===== config.mk =====
export PLATFORM = sky130hd
export DESIGN_NAME = speaker_drive
export DESIGN_NICKNAME = d
export VERILOG_FILES = /design/src/rtl/speaker_drive.sv
export SDC_FILE = /design/constraint.sdc
export NUM_CORES = 1
export LEC_CHECK = 0
export CAP_MARGIN = 20
export CORE_ASPECT_RATIO = 0.6
export CORE_MARGIN = 2
export CORE_UTILIZATION = 35
export CTS_BUF_LIST = sky130_fd_sc_hd__clkbuf_8 sky130_fd_sc_hd__clkbuf_16
export DETAILED_ROUTE_END_ITERATION = 6
export PLACE_DENSITY = 0.62
export SLEW_MARGIN = 25
export SYNTH_ARGS = -nofsm -noshare
export SYNTH_HDL_FRONTEND = slang
export SYNTH_SLANG_ARGS = --single-unit

===== constraint.sdc =====
create_clock -name clk -period 5.05 [get_ports clk]
set_input_delay 1.01 -clock clk [delete_from_list [all_inputs] [get_ports clk]]
set_output_delay 1.01 -clock clk [all_outputs]
set_load 0.02 [all_outputs]

===== src/rtl/speaker_drive.sv =====
// speaker_drive: four square-wave tone generators, saturating BGM+SFX mixer and 16-bit I2S serialiser.
// Build option SPEAKER_DUCK_EN halves the BGM sample on any channel whose SFX divisor is > 1.
module speaker_drive #(
   parameter int DIV_W = 22,
   parameter int AMP_W = 16
) (
   input  logic             clk,
   input  logic             rst,
   input  logic [DIV_W-1:0] bgm_note_div_left,
   input  logic [DIV_W-1:0] bgm_note_div_right,
   input  logic [AMP_W-1:0] bgm_amplitude,
   input  logic [DIV_W-1:0] sfx_note_div_left,
   input  logic [DIV_W-1:0] sfx_note_div_right,
   input  logic [AMP_W-1:0] sfx_amplitude,
   output logic             audio_mclk,
   output logic             audio_lrck,
   output logic             audio_sck,
   output logic             audio_sdin
);
   localparam logic [AMP_W-1:0] MAG_MAX = {1'b0, {(AMP_W-1){1'b1}}};
   localparam logic [AMP_W-1:0] MAG_MIN = {1'b1, {(AMP_W-1){1'b0}}};

   // Source order: 0 BGM-L, 1 BGM-R, 2 SFX-L, 3 SFX-R
   logic [DIV_W-1:0]        div    [4];
   logic [AMP_W-1:0]        amp    [4];
   logic signed [AMP_W-1:0] sample [4];
   logic [AMP_W-1:0]        mix    [2];

   assign div[0] = bgm_note_div_left;
   assign div[1] = bgm_note_div_right;
   assign div[2] = sfx_note_div_left;
   assign div[3] = sfx_note_div_right;
   assign amp[0] = bgm_amplitude;
   assign amp[1] = bgm_amplitude;
   assign amp[2] = sfx_amplitude;
   assign amp[3] = sfx_amplitude;

   generate
      for (genvar gi = 0; gi < 4; gi++) begin : gen_tone
         logic [DIV_W-1:0] tc_reg;
         logic             sq_reg;
         logic             silent;
         logic [AMP_W-1:0] mag;

         assign silent = (div[gi] <= DIV_W'(1));
         assign mag    = (amp[gi] > MAG_MAX) ? MAG_MAX : amp[gi];

         // The >= compare lets a divisor that shrinks below tc wrap at once
         always_ff @(posedge clk) begin
            if (rst || silent) begin
               tc_reg <= '0;
               sq_reg <= 1'b0;
            end else if (tc_reg >= div[gi] - DIV_W'(1)) begin
               tc_reg <= '0;
               sq_reg <= ~sq_reg;
            end else begin
               tc_reg <= tc_reg + DIV_W'(1);
            end
         end

         assign sample[gi] = silent ? '0 : (sq_reg ? mag : AMP_W'(0) - mag);
      end

      for (genvar gi = 0; gi < 2; gi++) begin : gen_mix
         logic signed [AMP_W-1:0] bgm;
         logic signed [AMP_W-1:0] sfx;
         logic [AMP_W:0]          sum;
`ifdef SPEAKER_DUCK_EN
         assign bgm = (div[gi+2] > DIV_W'(1)) ? (sample[gi] >>> 1) : sample[gi];
`else
         assign bgm = sample[gi];
`endif
         assign sfx = sample[gi+2];
         assign sum = {bgm[AMP_W-1], bgm} + {sfx[AMP_W-1], sfx};
         assign mix[gi] = (sum[AMP_W] == sum[AMP_W-1]) ? sum[AMP_W-1:0]
                        : (sum[AMP_W] ? MAG_MIN : MAG_MAX);
      end
   endgenerate

   logic [8:0]       cnt_reg;
   logic [8:0]       cnt_next;
   logic [AMP_W-1:0] word_l_reg;
   logic [AMP_W-1:0] word_r_reg;
   logic [AMP_W-1:0] prev_r_reg;
   logic [AMP_W-1:0] prev_r_next;
   logic             sdin_reg;
   logic             sdin_next;
   logic             capture;
   logic [3:0]       slot;
   logic [3:0]       bit_idx;

   assign cnt_next    = cnt_reg + 9'd1;
   assign capture     = (cnt_reg == 9'd511);
   assign prev_r_next = capture ? word_r_reg : prev_r_reg;
   assign slot        = cnt_next[7:4];
   // Slot s carries bit 16-s; modulo 16 this makes slot 0 select bit 0
   assign bit_idx     = 4'd0 - slot;

   always_comb begin
      sdin_next = sdin_reg;
      if (cnt_next[3:0] == 4'd0) begin
         if (!cnt_next[8])
            sdin_next = (slot == 4'd0) ? prev_r_next[0] : word_l_reg[bit_idx];
         else
            sdin_next = (slot == 4'd0) ? word_l_reg[0] : word_r_reg[bit_idx];
      end
   end

   always_ff @(posedge clk) begin
      if (rst) begin
         cnt_reg    <= '0;
         word_l_reg <= '0;
         word_r_reg <= '0;
         prev_r_reg <= '0;
         sdin_reg   <= 1'b0;
      end else begin
         cnt_reg    <= cnt_next;
         prev_r_reg <= prev_r_next;
         sdin_reg   <= sdin_next;
         if (capture) begin
            word_l_reg <= mix[0];
            word_r_reg <= mix[1];
         end
      end
   end

   assign audio_mclk = cnt_reg[1];
   assign audio_sck  = cnt_reg[3];
   assign audio_lrck = cnt_reg[8];
   assign audio_sdin = sdin_reg;
endmodule


==> impl_metrics.env, run 1 <==
export IMPL_ir_worst_vdd_mv=0.240
export IMPL_wl_per_cell_um=15.8
export IMPL_synthesis_nets=1926
export IMPL_grt_use_total_pct=20.6
export IMPL_clk_latency_ns=0.44
export IMPL_cts_max_level=4
export IMPL_cts_root_buf="clkbuf_16"
export IMPL_hold_ws_ns=0.464
export IMPL_nNetsFinal=2247
export IMPL_p_per_area_nw_per_um2=188
export IMPL_ff_latch_area_um2=2700
export IMPL_synthDominantCellAreaShare_pct=21.2
export IMPL_reg2reg_slack_ns=1.29
export IMPL_end_kind="flop"
export IMPL_synthTopCellsByCount="329 x nor2_1, 138 x ha_1, 135 x dfxtp_1"
export IMPL_hp_class="flop to flop"
export IMPL_arrival_ns=5.33
export IMPL_required_ns=5.39
export IMPL_hpwl_um=31200
export IMPL_multi_input_area_um2=9870
export IMPL_fin_crit_ns=4.99
export IMPL_drt_total_wl_um=39000
export IMPL_io_pins=126
export IMPL_fillers=3527
export IMPL_maxCapViolCount=0
export IMPL_reg2reg_depth=11
export IMPL_total_power_uw=3210
export IMPL_first_pass_iters=7
export IMPL_drtIter0Drc=972
export IMPL_die_x_um=250
export IMPL_drv_slew=0
export IMPL_final_antenna_net_count=0
export IMPL_synthFlopType="dfxtp_1"
export IMPL_synth_edff_count=0
export IMPL_synth_distinct_cells=81
export IMPL_grt_pass1_wl_um=63100
export IMPL_p_leak_uw=0.00718
export IMPL_grt_overflow=0
export IMPL_violations="DRC"
export IMPL_cts_tree="yes"
export IMPL_relSlewSlack_pct=25.6
export IMPL_setup_viol=0
export IMPL_max_freq_mhz=200
export IMPL_area_delta_synth_final_pct=33.9
export IMPL_ctsLongestPathBuffers=2
export IMPL_clock_sinks=135
export IMPL_yosysMostFrequentCell="nor2_1"
export IMPL_worstSetupStartpointType="input pin"
export IMPL_die_area_um2=38000
export IMPL_drive_gt1_share_pct=17.6
export IMPL_postLayoutCoreUtil_pct=47.2
export IMPL_yosysSeqAreaShare_pct=21.2
export IMPL_ys_seq_elements=135
export IMPL_dr_total_vias=12900
export IMPL_grt_antenna_before_repair=2
export IMPL_synth_async_sr_flop_share_pct=0
export IMPL_worst_slew_pin_slew_ns=1.12
export IMPL_largest_reg_flops=88
export IMPL_final_cell_area_um2=17000
export IMPL_initial_utilization_pct=35.3
export IMPL_grt_max_degree=50
export IMPL_whs_path_depth=2
export IMPL_status="finished, violations left"
export IMPL_port_buffers=125
export IMPL_r2r_end="word_r_reg[1]"
export IMPL_post_route_period_util_pct=98.8
export IMPL_r2r_start="gen_tone[1].sq_reg"
export IMPL_core_um2=36100
export IMPL_drcViolationCount=2
export IMPL_synthCells=1664
export IMPL_hold_path_end="audio_sdin"
export IMPL_criticalPathCategory="input pin to flop"
export IMPL_synthTopCellsByArea="dfxtp_1 21%, ha_1 14%, nor2_1 9.7%"
export IMPL_fin_worst_skew_ns=0.00795
export IMPL_die_h_um=152
export IMPL_yosysWarnings=0
export IMPL_cts_buffers=17
export IMPL_gp_congestion=0.928
export IMPL_avgSynthCellArea_um2=7.65
export IMPL_via_per_inst=5.21
export IMPL_fin_setup_tns_ns=0
export IMPL_clk_pin_slew_ns=0.06
export IMPL_cp_max_fo=5
export IMPL_cts_hold_fix_buffers=0
export IMPL_row_count=54
export IMPL_hold_viol=0
export IMPL_placed_area_um2=16100
export IMPL_min_from="audio_sdin"
export IMPL_syn_area_um2=12700
export IMPL_synth_largest_area_cell="dfxtp_1"
export IMPL_grt_pass1_vias=12300
layout make-up:
class	count	share of cell area, %
Multi-Input combinational cell	1421	57.9
Timing Repair Buffer	361	17.9
Sequential cell	135	15.9
Tap cell	476	3.49
Clock buffer	17	2.50
Clock inverter	14	1.23
Inverter	49	1.08
Antenna cell	1	0.0147
metrics by stage:
step / setup slack (ns) / std cells
3_5_place_dp: -0.424 / 2433
4_1_cts: 0.0213 / 2464
2_1_floorplan: 0.0247 / 1664
3_3_place_gp: -0.356 / 2433
5_1_grt: -0.0321 / 2473
6_report: 0.0601 / 2474
layer usage:
| layer | up-vias | wire, um | GRT usage (%) |
|---|---|---|---|
| met5 | - | 0 | 0 |
| met4 | 0 | 936 | 5.60 |
| met3 | 45 | 2560 | 4.46 |
| met2 | 340 | 15900 | 31.0 |
| met1 | 5952 | 19600 | 29.4 |
| li1 | 6551 | - | - |
worst max path at each step:
stage                                 from             end  slack, ns  cells past startpoint
floorplan                bgm_amplitude[15]   word_r_reg[1]       0.02                     20
global placement    bgm_note_div_right[10]   word_r_reg[1]      -0.36                     18
detailed placement   bgm_note_div_left[18]   word_l_reg[8]      -0.42                     16
CTS                      bgm_amplitude[15]   word_l_reg[5]       0.02                     19
global route              sfx_amplitude[0]  word_l_reg[12]      -0.03                     22
finish                    sfx_amplitude[0]  word_l_reg[12]       0.06                     22
cells by family (layout without fill, tap and decap cells):
kind of cell               after synthesis  after routing  share of synthesized area [%]
and+or+nand+nor                        748            749                           28.3
other                                    0              1                              0
xor gates and xnor gates               237            237                           16.3
DFF                                    135            135                           21.2
AOI/OAI and AO/OA                      275            275                           14.8
muxes                                   11             11                           1.27
buffers and inverters                  109            441                           3.56
adders and majority gates              149            149                           14.6
repair_timing:
| action | CTS | global route |
|---|---|---|
| endpoints found under the setup margin | 0 | 32 |
| gates resized for setup | 0 | 83 |
| buffers inserted | 0 | 8 |
where the power goes:
part | switching, uW | internal, uW | total [uW]
Clock | 505 | 870 | 1370
Combinational | 365 | 379 | 744
Sequential | 15.7 | 1080 | 1090
layout by cell type (no fill, tap or decap), types with 8 or more instances in the layout:
master / count
maj3_2: 8
clkdlybuf4s50_1: 118
o211ai_1: 15
and3_1: 27
xor2_1: 129
nand2b_1: 20
nand2_1: 86
a21o_1: 37
ha_1: 134
o22ai_1: 8
or3_1: 13
and3b_1: 11
and2_1: 8
nor2b_1: 18
clkbuf_16: 17
xnor2_1: 108
a211oi_1: 17
a31oi_1: 15
nor3_1: 80
nor4_1: 19
nand4_1: 22
nor2_1: 324
inv_1: 51
o21ai_0: 33
buf_4: 233
a21oi_1: 48
a311oi_1: 9
dfxtp_1: 135
and4_1: 8
o21ai_1: 12
a211oi_2: 14
or4_1: 11
nand3_1: 52
critical path, stage by stage:
cell	delay [ns]
clkdlybuf4s50_1	0.43
nor2_2	0.12
ha_2	0.22
nand2b_4	0.07
nor4_4	0.22
buf_4	0.15
and3b_2	0.21
and3b_1	0.20
nor2_1	0.07
xor2_1	0.24
nor2_1	0.13
ha_1	0.37
a21oi_2	0.19
nand2_1	0.08
a211oi_2	0.23
o31ai_2	0.10
buf_4	0.16
a2111oi_4	0.33
buf_4	0.19
nor3_4	0.06
maj3_2	0.34
a211oi_2	0.21
No activity file was read; power rests on OpenSTA's default activity.
==> inputs of run 2 (changes only) <==
Settings changed: CORE_MARGIN 2 to 5.
==> impl_metrics.env, run 2 (same netlist as run 1, synthesis figures left out) <==
export IMPL_clk_pin_slew_ns=0.06
export IMPL_p_leak_uw=0.00729
export IMPL_ir_worst_vdd_mv=0.216
export IMPL_fin_crit_ns=4.93
export IMPL_worst_slew_pin_slew_ns=0.924
export IMPL_setup_viol=0
export IMPL_dr_total_vias=13100
export IMPL_ff_latch_area_um2=2700
export IMPL_final_antenna_net_count=0
export IMPL_layout_commonest_cell="nor2_1"
export IMPL_maxCapViolCount=0
export IMPL_grt_pass1_vias=12400
export IMPL_grt_util_met3_pct=4.91
export IMPL_fin_cells=2494
export IMPL_largest_reg_flops=88
export IMPL_busiest_layer="met2"
export IMPL_core_um2=36100
export IMPL_cts_hold_fix_buffers=0
export IMPL_final_cell_mix="323 x nor2_1, 249 x buf_4, 135 x ha_1, 135 x dfxtp_1, 127 x xor2_1"
export IMPL_ctsLongestPathBuffers=2
export IMPL_clock_sinks=135
export IMPL_hold_viol=0
export IMPL_relSlewSlack_pct=38.4
export IMPL_drt_total_wl_um=40200
export IMPL_cp_max_fo=10
export IMPL_fin_worst_skew_ns=0.00793
export IMPL_required_ns=5.39
export IMPL_drcViolationCount=0
export IMPL_grt_use_met2_pct=28.9
export IMPL_port_buffers=125
export IMPL_cts_tree="yes"
export IMPL_clk_latency_ns=0.44
export IMPL_worstSetupStartpointType="input pin"
export IMPL_drive_gt1_share_pct=18.6
export IMPL_cts_buffers=17
export IMPL_hp_class="flop to flop"
export IMPL_first_pass_iters=7
export IMPL_via_per_inst=5.25
export IMPL_criticalPathCategory="input pin to flop"
export IMPL_max_freq_mhz=203
export IMPL_grt_antenna_before_repair=7
export IMPL_io_pins=126
export IMPL_gp_congestion=0.970
export IMPL_multi_input_area_um2=9930
export IMPL_grt_use_total_pct=19.0
export IMPL_dpl_cell_count=2449
export IMPL_hold_ws_ns=0.460
export IMPL_cts_root_buf="clkbuf_16"
export IMPL_initial_utilization_pct=35.2
export IMPL_grt_util_met1_pct=27.1
export IMPL_arrival_ns=5.27
export IMPL_drtIter0Drc=1063
export IMPL_die_h_um=158
export IMPL_wl_per_cell_um=16.1
export IMPL_drv_slew=0
export IMPL_p_per_area_nw_per_um2=182
export IMPL_cts_max_level=4
export IMPL_nNetsFinal=2267
export IMPL_die_x_um=256
export IMPL_post_route_period_util_pct=97.7
export IMPL_row_count=54
export IMPL_grt_overflow=0
export IMPL_grt_pass1_wl_um=63100
export IMPL_status="finished, final reports clean"
export IMPL_end_kind="flop"
export IMPL_area_delta_synth_final_pct=35.4
export IMPL_fillers=3533
export IMPL_grt_max_degree=43
export IMPL_die_area_um2=40400
export IMPL_hpwl_um=32200
==> run 2: cell types whose count changed in the layout (fill, tap and decap cells not counted), sizes merged <==
cell | previous run | this run
buf | 237 | 257
bufinv | 5 | 3
dlymetal6s2s | 6 | 7
clkinvlp | 1 | 3
clkdlybuf4s50 | 118 | 116
clkbuf | 17 | 18
dlygate4sd2 | 0 | 1
inv | 51 | 50
==> run 2: report_power, final <==
part           switching [uW]  leakage (uW)  total [uW]  internal [uW]
clock                     509      0.000289        1290            783
sequential               15.4       0.00109        1090           1080
combinational             364       0.00591         750            386
total                     888       0.00729        3130           2240
==> run 2: worst paths after layout <==
path,from,endpoint,slack (ns),depth (start not counted)
worst max register to register,gen_tone[1].sq_reg,word_r_reg[1],1.10,13
worst min-delay path,audio_sdin,audio_sdin,0.46,2
worst max-delay path,bgm_note_div_right[2],word_r_reg[1],0.12,18
worst min register to register,audio_sdin,audio_sdin,0.46,2
==> run 2: area by class of cell <==
type                    count  area share [%]
multi-input cells        1421            57.7
repair buffers            381            18.7
flip-flops and latches    135            15.7
well taps                 476            3.46
clock buffers              18            2.55
inverters                  49            1.07
clock inverters            13           0.915
diodes                      1          0.0145
==> run 2: routing by layer <==
metal | vias up | wire (um)
met5 | - | 47
met4 | 10 | 743
met3 | 49 | 2830
met2 | 341 | 16600
met1 | 6111 | 20000
li1 | 6592 | -
==> run 2: timing repair <==
| item | CTS | global route |
|---|---|---|
| gates cloned | 0 | 4 |
| setup buffers | 0 | 10 |
| pin swaps | 0 | 34 |
| setup endpoints to repair | 27 | 31 |
| resized for setup | 2 | 85 |
==> run 2: stage by stage <==
stage | utilization, % | instance area, um^2 | setup slack [ns] | setup TNS [ns] | power, uW
floorplan | - | 12800 | 0.0247 | 0 | 1450
global placement | 44.8 | 16200 | -0.524 | -14.00 | 1810
detailed placement | 44.8 | 16200 | -0.649 | -17.32 | 1820
CTS | 46.5 | 16800 | 0.0261 | 0 | 3120
global route | 47.7 | 17200 | -0.0894 | -0.561 | 3270
finish | 47.7 | 17200 | 0.117 | 0 | 3130
==> run 2: worst max-delay path: stages <==
cell             delay [ns]
clkdlybuf4s50_1        0.49
or4_1                  0.57
nor3_1                 0.18
buf_4                  0.15
nand3_1                0.06
nor2_1                 0.11
buf_4                  0.17
buf_4                  0.18
nor2_1                 0.10
ha_1                   0.32
a21o_1                 0.18
a21oi_1                0.29
o31ai_2                0.15
buf_4                  0.16
a21o_1                 0.21
a311o_1                0.35
maj3_1                 0.35
a211oi_1               0.24
==> inputs of run 3 (changes only) <==
Settings changed: GPL_TIMING_DRIVEN set to 0.
==> impl_metrics.env, run 3 (same netlist as run 1, synthesis figures left out) <==
export IMPL_dpl_worst_slack_ns=-1.60
export IMPL_criticalPathCategory="input pin to flop"
export IMPL_ctsLongestPathBuffers=2
export IMPL_gp_congestion=0.921
export IMPL_grt_antenna_before_repair=6
export IMPL_fin_worst_skew_ns=0.0127
export IMPL_drcViolationCount=0
export IMPL_fin_crit_ns=4.97
export IMPL_largest_reg_flops=88
export IMPL_multi_input_area_um2=10300
export IMPL_initial_utilization_pct=35.2
export IMPL_grt_max_degree=17
export IMPL_core_um2=36100
export IMPL_arrival_ns=5.29
export IMPL_nNetsFinal=2110
export IMPL_relSlewSlack_pct=47.2
export IMPL_cts_hold_fix_buffers=0
export IMPL_hp_class="flop to flop"
export IMPL_p_per_area_nw_per_um2=184
export IMPL_max_freq_mhz=201
export IMPL_drv_slew=0
export IMPL_post_route_period_util_pct=98.5
export IMPL_required_ns=5.37
export IMPL_drive_gt1_share_pct=13.1
export IMPL_cts_buffers=17
export IMPL_final_cell_mix="315 x nor2_1, 135 x dfxtp_1, 129 x xor2_1, 124 x ha_1, 110 x clkdlybuf4s50_1"
export IMPL_layout_commonest_cell="nor2_1"
export IMPL_maxCapViolCount=0
export IMPL_final_cell_area_um2=16300
export IMPL_grt_pass1_wl_um=62600
export IMPL_grt_use_total_pct=19.1
export IMPL_hpwl_um=31700
export IMPL_port_buffers=124
export IMPL_worst_slew_pin_slew_ns=0.792
export IMPL_worstSetupStartpointType="input pin"
export IMPL_cts_tree="yes"
export IMPL_drtIter0Drc=1289
export IMPL_clk_pin_slew_ns=0.07
export IMPL_die_x_um=256
export IMPL_via_per_inst=5.39
export IMPL_hold_viol=0
export IMPL_setup_ws_ns=0.0776
export IMPL_clk_latency_ns=0.44
export IMPL_clock_sinks=135
export IMPL_die_h_um=158
export IMPL_grt_pass1_vias=11800
export IMPL_fillers=3505
export IMPL_final_antenna_net_count=0
export IMPL_end_kind="flop"
export IMPL_cp_max_fo=10
export IMPL_io_pins=126
export IMPL_die_area_um2=40400
export IMPL_p_leak_uw=0.00645
export IMPL_area_delta_synth_final_pct=28.2
export IMPL_cts_root_buf="clkbuf_16"
export IMPL_ff_latch_area_um2=2700
export IMPL_cts_max_level=4
export IMPL_fin_cells=2342
export IMPL_dr_total_vias=12600
export IMPL_setup_viol=0
export IMPL_ir_worst_vdd_mv=0.235
export IMPL_dpl_cell_count=2264
export IMPL_placed_area_um2=14600
export IMPL_postLayoutCoreUtil_pct=45.2
export IMPL_row_count=54
export IMPL_drt_total_wl_um=40300
export IMPL_first_pass_iters=5
export IMPL_wl_per_cell_um=17.2
export IMPL_status="finished, final reports clean"
export IMPL_grt_overflow=0
==> run 3: report_power, final <==
part           total, uW  leakage [uW]  switching, uW  internal (uW)
combinational        684       0.00510            368            316
sequential          1090       0.00109           14.8           1080
clock               1230      0.000265            539            692
total               3010       0.00645            922           2080
==> run 3: per-layer routing <==
layer / routed length (um) / global-route usage (%)
met1: 20600 / 28.7
met2: 16100 / 26.9
met3: 2910 / 4.48
met4: 689 / 5.19
met5: 11 / 0
==> run 3: through the flow <==
stage / TNS, ns / total power [uW] / hold slack (ns)
floorplan: 0 / 1450 / 0.426
global placement: -69.88 / 1680 / 0.459
detailed placement: -75.10 / 1690 / 0.468
CTS: 0 / 2960 / 0.479
global route: -0.768 / 3140 / 0.503
finish: 0 / 3010 / 0.469
==> run 3: final cells by class <==
cell class	count	share of cell area [%]
clock inverters	14	0.774
inverters	49	1.13
diodes	5	0.0766
plain buffers	58	2.19
well taps	476	3.65
flip-flops and latches	135	16.6
multi-input cells	1421	63.2
clock buffers	18	2.69
repair buffers	166	9.72
==> run 3: final timing paths <==
path | to | cells after the start | start | slack [ns]
setup / recovery | word_l_reg[9] | 23 | bgm_amplitude[15] | 0.08
hold / removal | audio_sdin | 2 | audio_sdin | 0.47
setup reg to reg | audio_sdin | 14 | cnt_reg[1] | 0.97
hold reg to reg | audio_sdin | 2 | audio_sdin | 0.47
==> run 3: critical path, cell delays in order <==
cell	delay (ns)
buf_2	0.16
clkbuf_8	0.17
clkbuf_8	0.17
nor2_4	0.12
ha_4	0.15
or4b_4	0.49
nor3_4	0.13
and3b_2	0.22
and3b_2	0.22
and3b_2	0.23
nor2_1	0.06
xor2_1	0.16
nor2_1	0.19
ha_4	0.19
nand2_2	0.07
o31ai_4	0.35
a2111oi_4	0.12
buf_4	0.18
or3_4	0.39
buf_8	0.15
buf_4	0.13
o211ai_1	0.16
nand2_1	0.06
==> run 3: repair_timing <==
item	in CTS	in global routing
gates cloned	2	0
setup buffers	22	19
pin swaps	19	38
gates resized for setup	102	115
setup endpoints to repair	61	98
